### src/rtl/apb_irq_pkg.sv
// apb_irq_pkg: register map, FSM states and id width for the APB interrupt controller
package apb_irq_pkg;
  localparam int IRQ_ID_W = 5;
  localparam logic [2:0] REG_MASK = 3'd0;
  localparam logic [2:0] REG_PEND = 3'd1;
  localparam logic [2:0] REG_CLR  = 3'd2;
  localparam logic [2:0] REG_SET  = 3'd3;
  localparam logic [2:0] REG_ID   = 3'd4;
  typedef enum logic {IDLE, REQ} state_e;
endpackage

### src/rtl/irq_prio_enc.sv
// irq_prio_enc: lowest-index-first priority encoder
module irq_prio_enc
  import apb_irq_pkg::*;
#(
  parameter int N = 4
) (
  input  logic [N-1:0]          vec,
  output logic [IRQ_ID_W-1:0]   idx,
  output logic                  valid
);
  always_comb begin
    idx = '0;
    for (int i = N - 1; i >= 0; i--) idx = vec[i] ? IRQ_ID_W'(i) : idx;
  end
  assign valid = |vec;
endmodule

### src/rtl/apb_irq_ctrl.sv
// apb_irq_ctrl: edge-triggered interrupt controller with APB mask/pending/clear/set/id registers
module apb_irq_ctrl
  import apb_irq_pkg::*;
#(
  parameter int APB_ADDR_WIDTH = 12,
  parameter int IRQ_CNT        = 4
) (
  input  logic                      HCLK,
  input  logic                      HRESET,
  input  logic [APB_ADDR_WIDTH-1:0] PADDR,
  input  logic [31:0]               PWDATA,
  input  logic                      PWRITE,
  input  logic                      PSEL,
  input  logic                      PENABLE,
  output logic [31:0]               PRDATA,
  output logic                      PREADY,
  output logic                      PSLVERR,
  input  logic [IRQ_CNT-1:0]        irq_i,
  output logic                      irq_o,
  output logic [IRQ_ID_W-1:0]       irq_id_o,
  input  logic                      irq_ack_i
);
  logic [IRQ_CNT-1:0]  mask_q, mask_d, pend_q, pend_d, irq_q, irq_d;
  logic [IRQ_CNT-1:0]  edge_v, set_v, clr_v, id_oh, act_v, wdata;
  logic [IRQ_ID_W-1:0] id_q, id_d, enc_idx;
  logic [31:0]         rdata;
  logic [2:0]          off;
  logic                enc_vld, acc, bad, wr;
  logic                unused_ok;
  state_e              state_q, state_d;

  assign off       = PADDR[4:2];
  assign wdata     = PWDATA[IRQ_CNT-1:0];
  assign acc       = PSEL & PENABLE;
  assign bad       = acc & ((off > REG_ID) | (PWRITE & (off == REG_PEND || off == REG_ID)));
  assign wr        = acc & PWRITE & ~bad;
  assign unused_ok = ^{PADDR, PWDATA};

  irq_prio_enc #(.N(IRQ_CNT)) u_enc (
    .vec   (pend_q & mask_q),
    .idx   (enc_idx),
    .valid (enc_vld)
  );

  // set sources are OR-ed in after clears so an edge or SET beats CLEAR/ack on the same bit
  always_comb begin
    irq_d   = irq_i;
    edge_v  = irq_i & ~irq_q;
    id_oh   = IRQ_CNT'(1) << id_q;
    set_v   = edge_v | (wr && off == REG_SET ? wdata : '0);
    clr_v   = (wr && off == REG_CLR ? wdata : '0) | (state_q == REQ && irq_ack_i ? id_oh : '0);
    pend_d  = (pend_q & ~clr_v) | set_v;
    mask_d  = wr && off == REG_MASK ? wdata : mask_q;
    act_v   = pend_d & mask_d & id_oh;
    id_d    = state_q == IDLE && enc_vld ? enc_idx : id_q;
    state_d = state_q == IDLE ? (enc_vld ? REQ : IDLE)
                              : (irq_ack_i || act_v == '0 ? IDLE : REQ);
  end

  always_comb begin
    rdata = off == REG_MASK ? 32'(mask_q) :
            off == REG_PEND ? 32'(pend_q) :
            off == REG_ID   ? {state_q == REQ, (31 - IRQ_ID_W)'(0), id_q} : '0;
    PRDATA = acc && !PWRITE && !bad ? rdata : '0;
  end

  assign PREADY   = 1'b1;
  assign PSLVERR  = bad;
  assign irq_o    = state_q == REQ;
  assign irq_id_o = id_q;

  always_ff @(posedge HCLK) begin
    if (HRESET) begin
      mask_q  <= '0;
      pend_q  <= '0;
      irq_q   <= '0;
      id_q    <= '0;
      state_q <= IDLE;
    end else begin
      mask_q  <= mask_d;
      pend_q  <= pend_d;
      irq_q   <= irq_d;
      id_q    <= id_d;
      state_q <= state_d;
    end
  end
endmodule

### config.mk
export PLATFORM = sky130hd
export DESIGN_NAME = apb_irq_ctrl
export DESIGN_NICKNAME = d
export VERILOG_FILES = /design/src/rtl/apb_irq_pkg.sv /design/src/rtl/irq_prio_enc.sv /design/src/rtl/apb_irq_ctrl.sv
export SDC_FILE = /design/constraint.sdc
export NUM_CORES = 1
export LEC_CHECK = 0
export BUFFER_PORTS_ARGS = -buffer_cell sky130_fd_sc_hd__buf_4
export CELL_PAD_IN_SITES_DETAIL_PLACEMENT = 1
export CELL_PAD_IN_SITES_GLOBAL_PLACEMENT = 1
export CORE_MARGIN = 2
export CORE_UTILIZATION = 25
export CTS_CLUSTER_DIAMETER = 150
export DETAILED_ROUTE_END_ITERATION = 8
export PLACE_DENSITY = 0.74
export SYNTH_ARGS = -nofsm -noshare
export SYNTH_HDL_FRONTEND = slang
export SYNTH_HIERARCHICAL = 1
export SYNTH_SLANG_ARGS = --single-unit
### constraint.sdc
create_clock -name HCLK -period 1.8 [get_ports HCLK]
set_input_delay 0.18 -clock HCLK [delete_from_list [all_inputs] [get_ports HCLK]]
set_output_delay 0.18 -clock HCLK [all_outputs]
set_load 0.02 [all_outputs]
# Yosys cells after proc, flatten, opt, wreduce, memory -nomap -nowiden
# Cells that the tools add are included.
# W data, S select, Z words.
word_totals:
  ff_bits: 18
  latch_bits: 0
  ramBits: 0
  rom_bits: 0
  out_inout_bits: 40
  elab_cells: 58
  mem_count: 0
op_classes:
  addsub: 0
  n_mul: 0
  n_div: 0
  order_cmp: 1
  n_eq_ne: 4
  shifts: 1
  mux: 15
  n_bitwise: 18
  reduce_logical: 14
ops:
  columns: ["operator", "count"]
  rows:
  - ["$mux W32", 4]
  - ["$and A4 B4 Y4", 5]
  - ["$mux W4", 4]
  - ["$mux W5", 3]
  - ["$or A4 B4 Y4", 3]
  - ["$not A4 Y4", 2]
  - ["$logic_and A1 B1 Y1", 7]
  - ["$eq A3 B2 Y1 const B", 2]
  - ["$and A1 B1 Y1", 5]
  - ["$shl A1 B5 Y4 const A", 1]
  - ["$logic_not A4 Y1", 1]
  - ["$reduce_or A4 Y1", 1]
  - ["$eq A3 B1 Y1 const B", 1]
  - ["$eq A3 B3 Y1 const B", 1]
  - ["$gt A3 B3 Y1 const B", 1]
  - ["$logic_not A3 Y1", 1]
  - ["$mux W1", 3]
  - ["$logic_not A1 Y1", 2]
  - ["$logic_or A1 B1 Y1", 2]
  - ["$mux W2", 1]
  - ["$not A1 Y1", 2]
  - ["$or A1 B1 Y1", 1]

# Logic depth before layout (Yosys ltp)
logic_depth:
  word_depth: 19
  mapped_depth: 8
  depth_no_buf: 7

# By module
# The synthesis kept the hierarchy.
modules_own_cells:
  columns: ["module", "instances", "cells_each", "area_each_um2", "seq_area_each_um2"]
  rows:
  - ["apb_irq_ctrl", 1, 153, 1258.7, 360.3]
  - ["irq_prio_enc", 1, 11, 61.3, 0.0]

# Worst setup path before layout
# Ideal clock, no wire load.
synth_timing:
  path_kind: "register to register"
  start: "register id_q[4], in the netlist irq_id_o[4]"
  end: "register state_q, in the netlist irq_o"
  setup_time_ns: 0.125
  arrival_time_ns: 1.702
  required_time_ns: 1.675
  setup_slack_ns: -0.027
  stages_incl_launch_ff: 7
  n_path_buf: 0
  period_less_slack_ns: 1.827
  path_cell_list: "dfxtp_1 > or4_4 > o31ai_2 > o221ai_2 > a32oi_1 > o211a_1 > o41ai_2"
synth_via:
  elab_chain_cells: 12
synth_rtl:
  columns: ["item", "line_no", "rtl"]
  rows:
  - ["start: declaration", "apb_irq_ctrl.sv:25", "logic [IRQ_ID_W-1:0] id_q, id_d, enc_idx;"]
  - ["start signal: assignment", "apb_irq_ctrl.sv:83", "id_q <= id_d;"]
  - ["$shl A1 B5 Y4 *", "apb_irq_ctrl.sv:49", "id_oh = IRQ_CNT'(1) << id_q;"]
  - ["$mux W4", "apb_irq_ctrl.sv:51", "clr_v = (wr && off == REG_CLR ? wdata : '0) | (state_q == REQ && irq_ack_i ? id_oh : '0);"]
  - ["$or A4 B4 Y4", "apb_irq_ctrl.sv:51", null]
  - ["$not A4 Y4", "apb_irq_ctrl.sv:52", "pend_d = (pend_q & ~clr_v) | set_v;"]
  - ["$and A4 B4 Y4", "apb_irq_ctrl.sv:52", null]
  - ["$or A4 B4 Y4", "apb_irq_ctrl.sv:52", null]
  - ["$and A4 B4 Y4", "apb_irq_ctrl.sv:54", "act_v = pend_d & mask_d & id_oh;"]
  - ["$and A4 B4 Y4 *", "apb_irq_ctrl.sv:54", null]
  - ["$logic_not A4 Y1 *", "apb_irq_ctrl.sv:57", ": (irq_ack_i || act_v == '0 ? IDLE : REQ);"]
  - ["$logic_or A1 B1 Y1 *", "apb_irq_ctrl.sv:57", null]
  - ["$mux W1 *", "apb_irq_ctrl.sv:57", null]
  - ["$mux W1 *", "apb_irq_ctrl.sv:56", "state_d = state_q == IDLE ? (enc_vld ? REQ : IDLE)"]
  - ["end signal: assignment", "apb_irq_ctrl.sv:84", "state_q <= state_d;"]
  - ["end: declaration", "apb_irq_ctrl.sv:30", "state_e state_q, state_d;"]
# Every way passes the cells marked *; elsewhere a longest branch is shown, timed or not.
# A chain may end at the register's enable or synchronous reset.

# Worst setup path after layout
layout_timing:
  start: "register id_q[0], in the netlist irq_id_o[0]"
  end: "register state_q, in the netlist irq_o"
# The elaborated chain is that of the path after synthesis.

==> flow_summary.rst <==
.. list-table::
   :header-rows: 1

   * - Metric
     - Value
   * - Ratio of final minimum period to clock period
     - 100.3%
   * - Initial antenna violation count
     - 0
   * - Die area
     - between 0.005 and 0.006 mm2
   * - Wire length per cell
     - about 12 um
   * - Iteration-0 DRC count of the detailed router
     - 49
   * - Area of the core
     - 0.005107 mm2
   * - Net Switching
     - 0.2607 mW
   * - Ratio of cells with drive above 1 in the final layout
     - 31.19%
   * - Final routed wirelength across all metal layers
     - 3260 um
   * - Path category of the worst min-delay check
     - in -> reg
   * - Worst skew pair latency
     - 260 ps
   * - Min Tclk post-route
     - 1806 ps
   * - Combinational family with the most area after synthesis
     - simple AND/OR/NAND/NOR gates
   * - Post-Route Utilization
     - 32.46%
   * - Number of DRC violations after detailed routing
     - 0
   * - TritonCTS Sinks
     - 18
   * - First-pass iteration count of the detailed router
     - 4
   * - Leakage
     - 0.7425 nW
   * - Number of enable-type register cells in the synthesized netlist
     - 0
   * - Share of total power in the clock network
     - 35.6%
   * - Number of global-route vias before repair
     - 1238
   * - Synth Area in Simple Gates
     - between 20% and 30%
   * - Overall die width
     - 76.67 um
   * - Failing checks
     - setup timing
   * - Worst setup SP type
     - register
   * - Top Ports
     - 94
   * - RD Place Congestion
     - 0.7812
   * - Critical path start-end classification
     - reg -> reg
   * - Commonest non-fill, non-tap cells in the layout
     - buf_4, conb_1, nor2_1
   * - Register area
     - between 300 and 400 um2
   * - CP bufs+invs
     - 0
   * - Total number of vias
     - 1170
   * - Xor/xnor cell area share of the yosys netlist
     - 0%
   * - Required time of the worst setup path
     - between 1500 and 2000 ps
   * - Compound-Gate Fraction of Synth Area
     - between 10% and 20%
   * - Max-slew violation total from the final report
     - 0
   * - Async SR Flop Fraction
     - 0%
   * - Footprint of the multi-input gates
     - 805.8 um2
   * - Number of placement rows
     - 26
   * - Layout overhead on the synthesized area
     - 25.59%
   * - First-pass GRT wire length
     - 5713 um
   * - Synth Flop Type
     - dfxtp_1
   * - MaxCap Viol Count
     - 0
   * - Peak clock frequency supported by timing
     - 0.5537 GHz
   * - Post-synth design cell area
     - 0.001320 mm2
   * - Layout filler cell count
     - 630
   * - Clock-pin slew on the worst setup and hold paths
     - 70 ps
   * - Cell Int Power
     - 0.6724 mW
   * - Number of register bits inferred by synthesis
     - 18
   * - Mux share of post-synthesis cell area
     - 8.436%
   * - Synthesized instance count
     - 164
   * - Critical Path End Type
     - register
   * - Worst Path Max Fanout
     - 4
   * - Post-synthesis sequential area ratio
     - 27.30%
   * - Cells traversed along the worst timing path
     - or4_4 -> o31ai_4 -> o221ai_2 -> a32oi_1 -> o211a_1 -> o41ai_2
   * - HPWL Detailed
     - 2641 um
   * - Maximum number of pins on one net before global-route repair
     - 20
   * - Maximum root-to-sink buffer count
     - 2
   * - RSZ-0062 raised after global routing
     - true
   * - Antenna Nets Post-Route
     - 0
   * - CTS buffer count
     - 3
   * - Comb pwr share
     - around a fifth
   * - Total global routing overflow
     - 0
   * - H-tree level count
     - 1
   * - Clock tree from TritonCTS
     - yes
   * - Clk Tree Root Cell
     - clkbuf_8
   * - Number of nets at the end of the flow
     - 257
   * - Netlist cell types
     - 40
   * - Final TNS setup
     - -5.935 ps
   * - Number of buffers inserted by port buffering
     - 29
   * - Number of warning messages in the yosys log
     - 6
   * - Fraction of power consumed by sequential logic
     - 45.1%
   * - Final Hold Viols
     - 0
   * - Via density per instance
     - ~4.3
   * - Run status
     - complete, but fails checks
   * - Cell Pwr Density
     - about 560 mW/mm2
   * - Global-route total usage across every layer
     - 11.66%
   * - Mean instance size in the synthesized netlist
     - 8.049 um2
   * - Arrival time of the worst setup path
     - 1960 ps
   * - Largest stage delay on the critical path
     - 570 ps
   * - Cell type of the slowest stage on the worst timing path
     - or4_4
   * - Net Sw Frac
     - 27.94%
   * - Initial Util
     - 25.85%
   * - Commonest non-fill, non-tap cell in the layout
     - buf_4
   * - Final setup violation count
     - 1
   * - Setup ws final
     - -5.935 ps
   * - Antenna fix cells
     - 0
   * - Die Y
     - around 77 um
   * - Post-synthesis adder-cell area fraction
     - 0%
   * - Max Clock Skew
     - 3.692 ps
   * - VDD IR max
     - 188.3 uV
   * - Gate family responsible for the most delay along the worst path
     - compound AO/OA/AOI/OAI gates
   * - Number of buffers added to fix hold violations after cts
     - 0
[kinds of logic (layout without fill, tap and decap cells)]
| kind of cell | after synthesis | in the layout |
|---|---|---|
| flip-flops | 18 | 18 |
| AO/OA/AOI/OAI | 28 | 28 |
| AND/OR/NAND/NOR | 61 | 61 |
| multiplexers | 11 | 11 |
| other | 3 | 30 |
| buffers and inverters | 43 | 54 |
[Yosys cell counts (all sizes together), types with 2 or more instances]
library cell | n | area share, %
dfxtp | 18 | 27
nand2b | 4 | 1.9
nand3b | 2 | 2.1
nand3 | 3 | 1.1
o31ai | 2 | 1.5
nor2 | 23 | 6.7
and2 | 4 | 1.9
mux2i | 10 | 7.6
inv | 8 | 2.3
clkbuf | 4 | 1.1
conb | 3 | 0.85
buf | 31 | 18
nor3 | 3 | 1.1
a21oi | 11 | 4.5
o21ai | 4 | 1.5
a2111o | 2 | 1.7
nor2b | 11 | 5.2
o221ai | 2 | 1.8
nand2 | 3 | 0.85
[worst register-to-register path: stages (launching register included)]
cell	delay (ps)
dfxtp_2	340
or4_4	570
o31ai_4	200
o221ai_2	120
a32oi_1	230
o211a_1	180
o41ai_2	60
[power by group through the flow]
stage	logic [mW]	clock network, mW	registers (mW)
2_1_floorplan	0.164	0	0.426
3_3_place_gp	0.176	0	0.428
3_5_place_dp	0.177	0	0.429
4_1_cts	0.180	0.347	0.421
5_1_grt	0.197	0.364	0.422
6_report	0.180	0.333	0.421
[worst paths after layout]
path                             startpoint        end  slack, ps  cells past startpoint
worst max-delay path            irq_id_o[0]      irq_o         -6                      6
worst min-delay path              irq_ack_i      irq_o        130                      2
worst max register to register  irq_id_o[0]      irq_o         -6                      6
worst min register to register    mask_q[1]  mask_q[1]        550                      2
[through the flow]
step           instance area [um2]  power, mW  setup WS (ps)  instances  hold slack [ps]
2_1_floorplan                 1424     0.5901          17.18        191            278.5
3_3_place_gp                  1572     0.6040         -65.89        267            396.8
3_5_place_dp                  1572     0.6063         -84.40        267            396.7
4_1_cts                       1658     0.9482         0.2867        272            123.6
5_1_grt                       1658     0.9830         -83.13        272            122.2
6_report                      1658     0.9332         -5.935        272            126.8
[registers in the layout, indices dropped and copies added (netlist names)]
name	flops
irq_id_o	5
irq_q	4
mask_q	4
pend_q	4
irq_o	1
[area by class of cell]
type,count,share of cell area [%]
Clock buffer,4,3.321
Inverter,8,1.811
Multi-Input combinational cell,130,48.60
Sequential cell,18,21.96
Tap cell,70,5.283
Timing Repair Buffer,42,19.02
[layer usage]
layer / share of wire (%) / global-route usage, % / up-vias
met4: 0.52 / 2.182 / 0
li1: - / - / 573
met1: 43 / 14.09 / 563
met2: 52 / 20.96 / 32
met3: 4.4 / 2.824 / 2
met5: 0 / 0 / -
[timing repair]
item                       CTS  global route
buffers inserted             1             0
resized for setup            6             0
pin swaps                    4             2
setup endpoints to repair    2             2
Note: power is estimated with default switching activity, not from simulation.
